**src/rtl/cpu_sequencer.sv**
```systemverilog
// Fetch/execute sequencer: owns pc and ir, stalls on data-memory access, gates writeback.
// Optional CPU_SEQ_TIMEOUT_EN: abort a stalled data access after TIMEOUT MEM cycles (err=1, HALT).
module cpu_sequencer #(
  parameter int PC_W    = 10,
  parameter int CNT_W   = 16,
  parameter int TIMEOUT = 16
) (
  input  logic             clk,
  input  logic             reset,
  input  logic             start,
  output logic             done,
  output logic [PC_W-1:0]  imem_addr,
  input  logic [8:0]       imem_rdata,
  output logic [8:0]       ir,
  input  logic             mem_access,
  input  logic             branch_req,
  input  logic             cond_met,
  input  logic [PC_W-1:0]  branch_target,
  input  logic             halt,
  output logic             dmem_req,
  input  logic             dmem_ack,
  output logic             wb_en,
  output logic [CNT_W-1:0] retired,
  output logic             err
);

  // state   | meaning
  // IDLE    | after reset, waiting for start
  // FETCH   | pc presented on imem_addr
  // LATCH   | instruction word captured into ir
  // EXEC    | decode: halt, stall for memory, or commit
  // MEM     | dmem_req held until ack (or timeout)
  // HALT    | program finished, done high, waits for restart
  typedef enum logic [2:0] {
    S_IDLE, S_FETCH, S_LATCH, S_EXEC, S_MEM, S_HALT
  } state_t;

  state_t           state_q;
  logic [PC_W-1:0]  pc_q, pc_d;
  logic [8:0]       ir_q;
  logic             done_q;
  logic             dmem_req_q;
  logic [CNT_W-1:0] retired_q, retired_d;
  logic             commit;

`ifdef CPU_SEQ_TIMEOUT_EN
  localparam int TMR_W = (TIMEOUT > 1) ? $clog2(TIMEOUT) : 1;
  logic [TMR_W-1:0] tmr_q;
  logic             err_q;
`endif

  // Writeback is a same-cycle strobe so the register file commits with the decoder outputs still valid.
  assign commit = ((state_q == S_EXEC) && !halt && !mem_access) ||
                  ((state_q == S_MEM) && dmem_ack);
  assign pc_d      = (branch_req && cond_met) ? branch_target : pc_q + 1'b1;
  assign retired_d = (&retired_q) ? retired_q : retired_q + 1'b1;

  always_ff @(posedge clk) begin
    if (reset) begin
      state_q    <= S_IDLE;
      pc_q       <= '0;
      ir_q       <= '0;
      done_q     <= 1'b0;
      dmem_req_q <= 1'b0;
      retired_q  <= '0;
`ifdef CPU_SEQ_TIMEOUT_EN
      tmr_q      <= '0;
      err_q      <= 1'b0;
`endif
    end else begin
      case (state_q)
        S_IDLE, S_HALT: begin
          if (start) begin
            pc_q      <= '0;
            retired_q <= '0;
            done_q    <= 1'b0;
`ifdef CPU_SEQ_TIMEOUT_EN
            err_q     <= 1'b0;
`endif
            state_q   <= S_FETCH;
          end
        end
        S_FETCH: state_q <= S_LATCH;
        S_LATCH: begin
          ir_q    <= imem_rdata;
          state_q <= S_EXEC;
        end
        S_EXEC: begin
          if (halt) begin
            done_q  <= 1'b1;
            state_q <= S_HALT;
          end else if (mem_access) begin
            dmem_req_q <= 1'b1;
`ifdef CPU_SEQ_TIMEOUT_EN
            tmr_q      <= TMR_W'(TIMEOUT - 1);
`endif
            state_q    <= S_MEM;
          end else begin
            pc_q      <= pc_d;
            retired_q <= retired_d;
            state_q   <= S_FETCH;
          end
        end
        S_MEM: begin
          if (dmem_ack) begin
            dmem_req_q <= 1'b0;
            pc_q       <= pc_d;
            retired_q  <= retired_d;
            state_q    <= S_FETCH;
          end
`ifdef CPU_SEQ_TIMEOUT_EN
          else if (tmr_q == '0) begin
            dmem_req_q <= 1'b0;
            err_q      <= 1'b1;
            done_q     <= 1'b1;
            state_q    <= S_HALT;
          end else begin
            tmr_q <= tmr_q - 1'b1;
          end
`endif
        end
        default: state_q <= S_IDLE;
      endcase
    end
  end

  assign imem_addr = pc_q;
  assign ir        = ir_q;
  assign done      = done_q;
  assign dmem_req  = dmem_req_q;
  assign wb_en     = commit;
  assign retired   = retired_q;
`ifdef CPU_SEQ_TIMEOUT_EN
  assign err = err_q;
`else
  assign err = 1'b0;
`endif

endmodule

```
**config.mk**
```make
export PLATFORM = sky130hd
export DESIGN_NAME = cpu_sequencer
export DESIGN_NICKNAME = d
export VERILOG_FILES = /design/src/rtl/cpu_sequencer.sv
export SDC_FILE = /design/constraint.sdc
export NUM_CORES = 1
export LEC_CHECK = 0
export CORE_MARGIN = 5
export CORE_UTILIZATION = 35
export DETAILED_ROUTE_END_ITERATION = 16
export GPL_TIMING_DRIVEN = 1
export MAX_ROUTING_LAYER = met4
export SKIP_LAST_GASP = 1
export SLEW_MARGIN = 20
export SYNTH_ARGS = -nofsm -noshare
export SYNTH_HDL_FRONTEND = slang
export SYNTH_SLANG_ARGS = --single-unit
```
**constraint.sdc**
```tcl
create_clock -name clk -period 4.6 [get_ports clk]
set_input_delay 0.69 -clock clk [delete_from_list [all_inputs] [get_ports clk]]
set_output_delay 0.69 -clock clk [all_outputs]
set_load 0.005 [all_outputs]
```
### Word level (Yosys, flattened, before mapping)

Cells that the tools add are included.

| cells by class | value |
|---|---|
| $add $sub $neg | 2 |
| multiplexer cells | 24 |
| equal/unequal tests | 11 |
| reductions and logical operators | 17 |

Operators by type and width:

| kind | number |
|---|---|
| 16-bit 2-to-1 mux | 5 |
| 10-bit 2-to-1 mux | 5 |
| 16-bit one-hot mux with 3 select lines | 1 |
| 10-bit one-hot mux with 3 select lines | 1 |
| 16-bit by 1-bit adder with 16-bit output, second input constant | 1 |
| 16-bit AND reduction | 1 |
| 3-bit one-hot mux with 5 select lines | 1 |
| 3-bit 2-to-1 mux | 4 |
| 2-bit != test, second input constant | 6 |
| 10-bit by 1-bit adder with 10-bit output, second input constant | 1 |
| 3-bit by 2-bit equality test with 1-bit output, second input constant | 2 |
| 3-bit equality test, second input constant | 2 |
| 1-bit 2-to-1 mux | 5 |
| 5-bit AND reduction | 1 |
| 1-bit logical AND | 4 |
| 1-bit one-hot mux with 2 select lines | 2 |
| 4-bit AND reduction | 1 |
| 2-bit nonzero test | 2 |
| 3-bit by 1-bit equality test with 1-bit output, second input constant | 1 |
| 3-bit zero test | 1 |
| 3-bit AND reduction | 1 |
| 3-bit nonzero test | 1 |
| 1-bit zero test | 2 |
| 2-bit AND reduction | 1 |
| other kinds (2) | 2 |

| storage, ports and cells | value |
|---|---|
| flip-flop bits (word level) | 40 |
| input port bits | 27 |
| word-level logic and storage cells | 60 |
| output and inout bits | 39 |

### Depth between registers and ports, before layout

| depth | value |
|---|---|
| word-level depth | 5 |
| mapped depth | 7 |
| depth with buffers taken out | 6 |

### Worst setup path before layout

No wires, ideal clock.

| timing | value |
|---|---|
| path kind | input to register |
| start point | input port halt |
| end point | register retired_q[9], in the netlist retired[9] |
| cell stages on the path | 5 |
| path slack | 2.652 ns |
| required time | 4.526 ns |
| data arrival time | 1.873 ns |
| path through | and4b_1 > a211oi_2 > o21ai_1 > or4_1 > a31oi_1 |

| between the ends | value |
|---|---|
| cells in the longest elaborated chain, start to end | 2 |

RTL lines:

| element | line | RTL |
|---|---|---|
| start: declaration | 19 | `input logic halt,` |
| 2-bit != test (no line) | - |  |
| 5-bit AND reduction (no line) | - |  |
| end signal: assignment | 100 | `retired_q <= retired_d;` |
| end signal: assignment | 108 | `retired_q <= retired_d;` |
| end: declaration | 43 | `logic [CNT_W-1:0] retired_q, retired_d;` |

Every way passes these cells.
A chain may end at the register's enable or synchronous reset.

### Final worst setup path

| timing | value |
|---|---|
| start point | input port halt |
| end point | output port wb_en |

| between the ends | value |
|---|---|
| cells in the longest elaborated chain, start to end | 4 |

RTL lines:

| element | line | RTL |
|---|---|---|
| 1-bit zero test | 53 | `assign commit = ((state_q == S_EXEC) && !halt && !mem_access) \|\|` |
| 1-bit logical AND (2 in series) | 53 |  |
| 1-bit logical OR | 53 |  |
| end: declaration | 22 | `output logic wb_en,` |

Every way passes these cells.

==> results.py <==
metrics = {
    "synthesis": {
        "synth.distinct_cells": 55,
        "netlist_area_sq_um": 2130,
        "synth_async_sr_flop_share_pct": 0,
        "synth_edf_count": 0,
        "ys_seq_elements": 40,
        "syn_inst": 264,
        "seq_area_frac_synth_pct": 37.5,
        "yosysWarnings": 0,
        "syn_nets": 293,
        "syn_avg_cell_area_sq_um": 8.09,
        "yosys_most_used_dff": "dfxtp_1",
    },
    "timing": {
        "finalSetupTns_ns": 0,
        "final-hold-violation-count": 0,
        "report.final.setup_viol": 0,
        "fin_hold_ws_ns": 0.457,
        "slew-limit-headroom_pct": 44.7,
        "tightest_slew_ns": 0.825,
        "clock_skew_ns": 0.00997,
        "min_period_ns": 2.90,
        "fin_crit_sh_pct": 63.1,
        "rsz0062_at_grt": "false",
        "report.final.slew_viol_count": 0,
        "setup_slack_ns": 1.70,
        "fmax_ghz": 0.345,
    },
    "global_routing": {
        "grt_pass1_vias": 1975,
        "grt_start_max_net_pins": 20,
        "grt_overflow": 0,
        "grt.total_usage_pct": 15.6,
        "antenna_found_initial": 0,
        "grt_pass1_wl_mm": 9.30,
    },
    "setup_path": {
        "crit_type": "input pin to output pin",
        "cp-end-kind": "output pin",
        "critPathArrivalTime_ns": 2.21,
        "critPathLaunchType": "input pin",
        "cp.required_ns": 3.91,
        "cp_max_fo": 6,
    },
    "clocking": {
        "cts_setup_buffers": 0,
        "h-tree-depth": 2,
        "cts_resized": 0,
        "cts_tree": "done",
        "cts_max_path_buffers": 2,
        "insertion_delay_ns": 0.29,
        "cts_sinks": 40,
        "postCtsHoldBufs": 0,
        "clkSlewWorstSetupHoldPaths_ns": 0.08,
        "cts_root_buf": "clkbuf_8",
        "numCtsBuffers": 5,
    },
    "pwr": {
        "p_per_area_nw_per_um2": 284,
        "vdd_drop_max_v": 0.000210,
        "power.leakage_nw": 1.08,
    },
    "detailed_routing": {
        "antenna_left": 0,
        "firstDrtPassIters": 4,
        "drt-total-wl_mm": 5.81,
        "vias": 2124,
        "wl_per_cell_microns": 14.5,
        "drt_iter0_drc": 70,
        "viasPerCell": 5.31,
        "drc": 0,
    },
    "layout": {
        "antenna_cells": 0,
        "area_delta_synth_final_pct": 36.5,
        "nets": 353,
        "drive_gt1_share_pct": 5.54,
    },
    "floorplan": {
        "fp.dieW_microns": 88.1,
        "ios": 66,
        "die_area_sq_um": 7760,
        "die_y_microns": 88.1,
        "core_area_sq_um": 5920,
        "std_cell_rows": 28,
        "initial_core_util_pct": 36.1,
    },
    "placement": {
        "place_hpwl_mm": 4.32,
        "preCtsSetupSlack_ns": 1.66,
        "portBuffers": 64,
        "place.gp.congestion": 0.751,
    },
    "outcome": {
        "status": "finished clean",
    },
    "hold_path": {
        "hp-class": "flop to flop",
    },
    "job": {
        "max_cap_violations": 0,
    },
}
-- routing by layer --
layer,vias up,routed length (microns),global-route usage [%]
li1,1097,-,-
met2,41,2750,24.7
met5,-,0,-
met4,0,71,4.12
met3,5,265,3.48
met1,981,2720,20.2
-- Yosys cell counts, types with 3 or more instances --
library cell / number / area [sq um]
a211o_1: 9 / 78.8
a21oi_1: 26 / 130
a31oi_1: 3 / 18.8
and2_1: 3 / 18.8
and3_1: 11 / 68.8
and4_1: 3 / 26.3
buf_2: 3 / 15.0
clkbuf_1: 7 / 26.3
dfxtp_1: 40 / 801
inv_1: 11 / 41.3
nand2_1: 34 / 128
nand3_1: 10 / 50.1
nand4_1: 5 / 31.3
nor2_1: 17 / 63.8
nor3_1: 13 / 65.1
nor3b_1: 4 / 30.0
o211ai_1: 4 / 30.0
o21ai_0: 7 / 35.0
o32ai_1: 5 / 43.8
or3_1: 3 / 18.8
xnor2_1: 3 / 26.3
-- cell usage in the layout, fill, tap and decap left out, drive strengths merged, types with 9 or more instances in the layout --
| master | Yosys | layout |
|---|---|---|
| a21oi | 27 | 27 |
| nor3 | 13 | 13 |
| a211o | 9 | 9 |
| nor2 | 17 | 17 |
| and3 | 11 | 11 |
| nand3 | 10 | 10 |
| dfxtp | 40 | 40 |
| inv | 11 | 11 |
| nand2 | 34 | 34 |
| clkdlybuf4s50 | 0 | 64 |
-- cells by family after synthesis --
group           count (synthesis)  synth area share, %
xor+xnor                        3                 1.23
compound gates                 75                 25.0
flops                          40                 37.5
fa+ha+maj                       2                 1.17
simple gates                  118                 29.4
buf+inv                        23                 4.57
mux                             2                0.996
other cells                     1                0.176
-- power breakdown --
group          internal, mW  switching [mW]
sequential            0.362          0.0230
clock                 0.120           0.123
combinational        0.0854           0.113
-- registers in the layout, summed over array words and instances (netlist names) --
signal     count
dmem_req       1
done           1
imem_addr     10
ir             9
retired       16
state_q        3
-- final timing paths --
path | from | endpoint | slack (ns) | depth (start not counted)
max reg2reg | state_q[1]$_SDFFE_PP0P_ | retired[9]$_SDFFE_PP0P_ | 2.35 | 5
min | ir[0]$_SDFFE_PP0N_ | ir[0]$_SDFFE_PP0N_ | 0.46 | 2
max | halt | wb_en | 1.70 | 4
min reg2reg | ir[0]$_SDFFE_PP0N_ | ir[0]$_SDFFE_PP0N_ | 0.46 | 2
-- worst max-delay path, cell delays in order --
cell	delay (ns)
clkdlybuf4s50_1	0.52
o31a_1	0.37
inv_1	0.10
clkdlybuf4s50_1	0.52
-- metrics by stage --
step | power, mW | cells | utilization (%) | instance area (sq um)
after CTS | 0.835 | 400 | 49.2 | 2910
after global placement | 0.590 | 392 | 47.6 | 2820
after detailed placement | 0.593 | 392 | 47.6 | 2820
final | 0.826 | 400 | 49.2 | 2910
after floorplan | 0.517 | 264 | - | 2130
after global routing | 0.879 | 400 | 49.2 | 2910
-- area by class of cell --
cell class	instances	area, sq um
sequential	40	801
clock buffer	6	82.6
tap	75	93.8
clock inverter	2	10.0
multi-input combinational	201	1240
fill	610	3010
timing repair buffer	65	648
inverter	11	41.3
No activity file was read; power rests on OpenSTA's default activity.
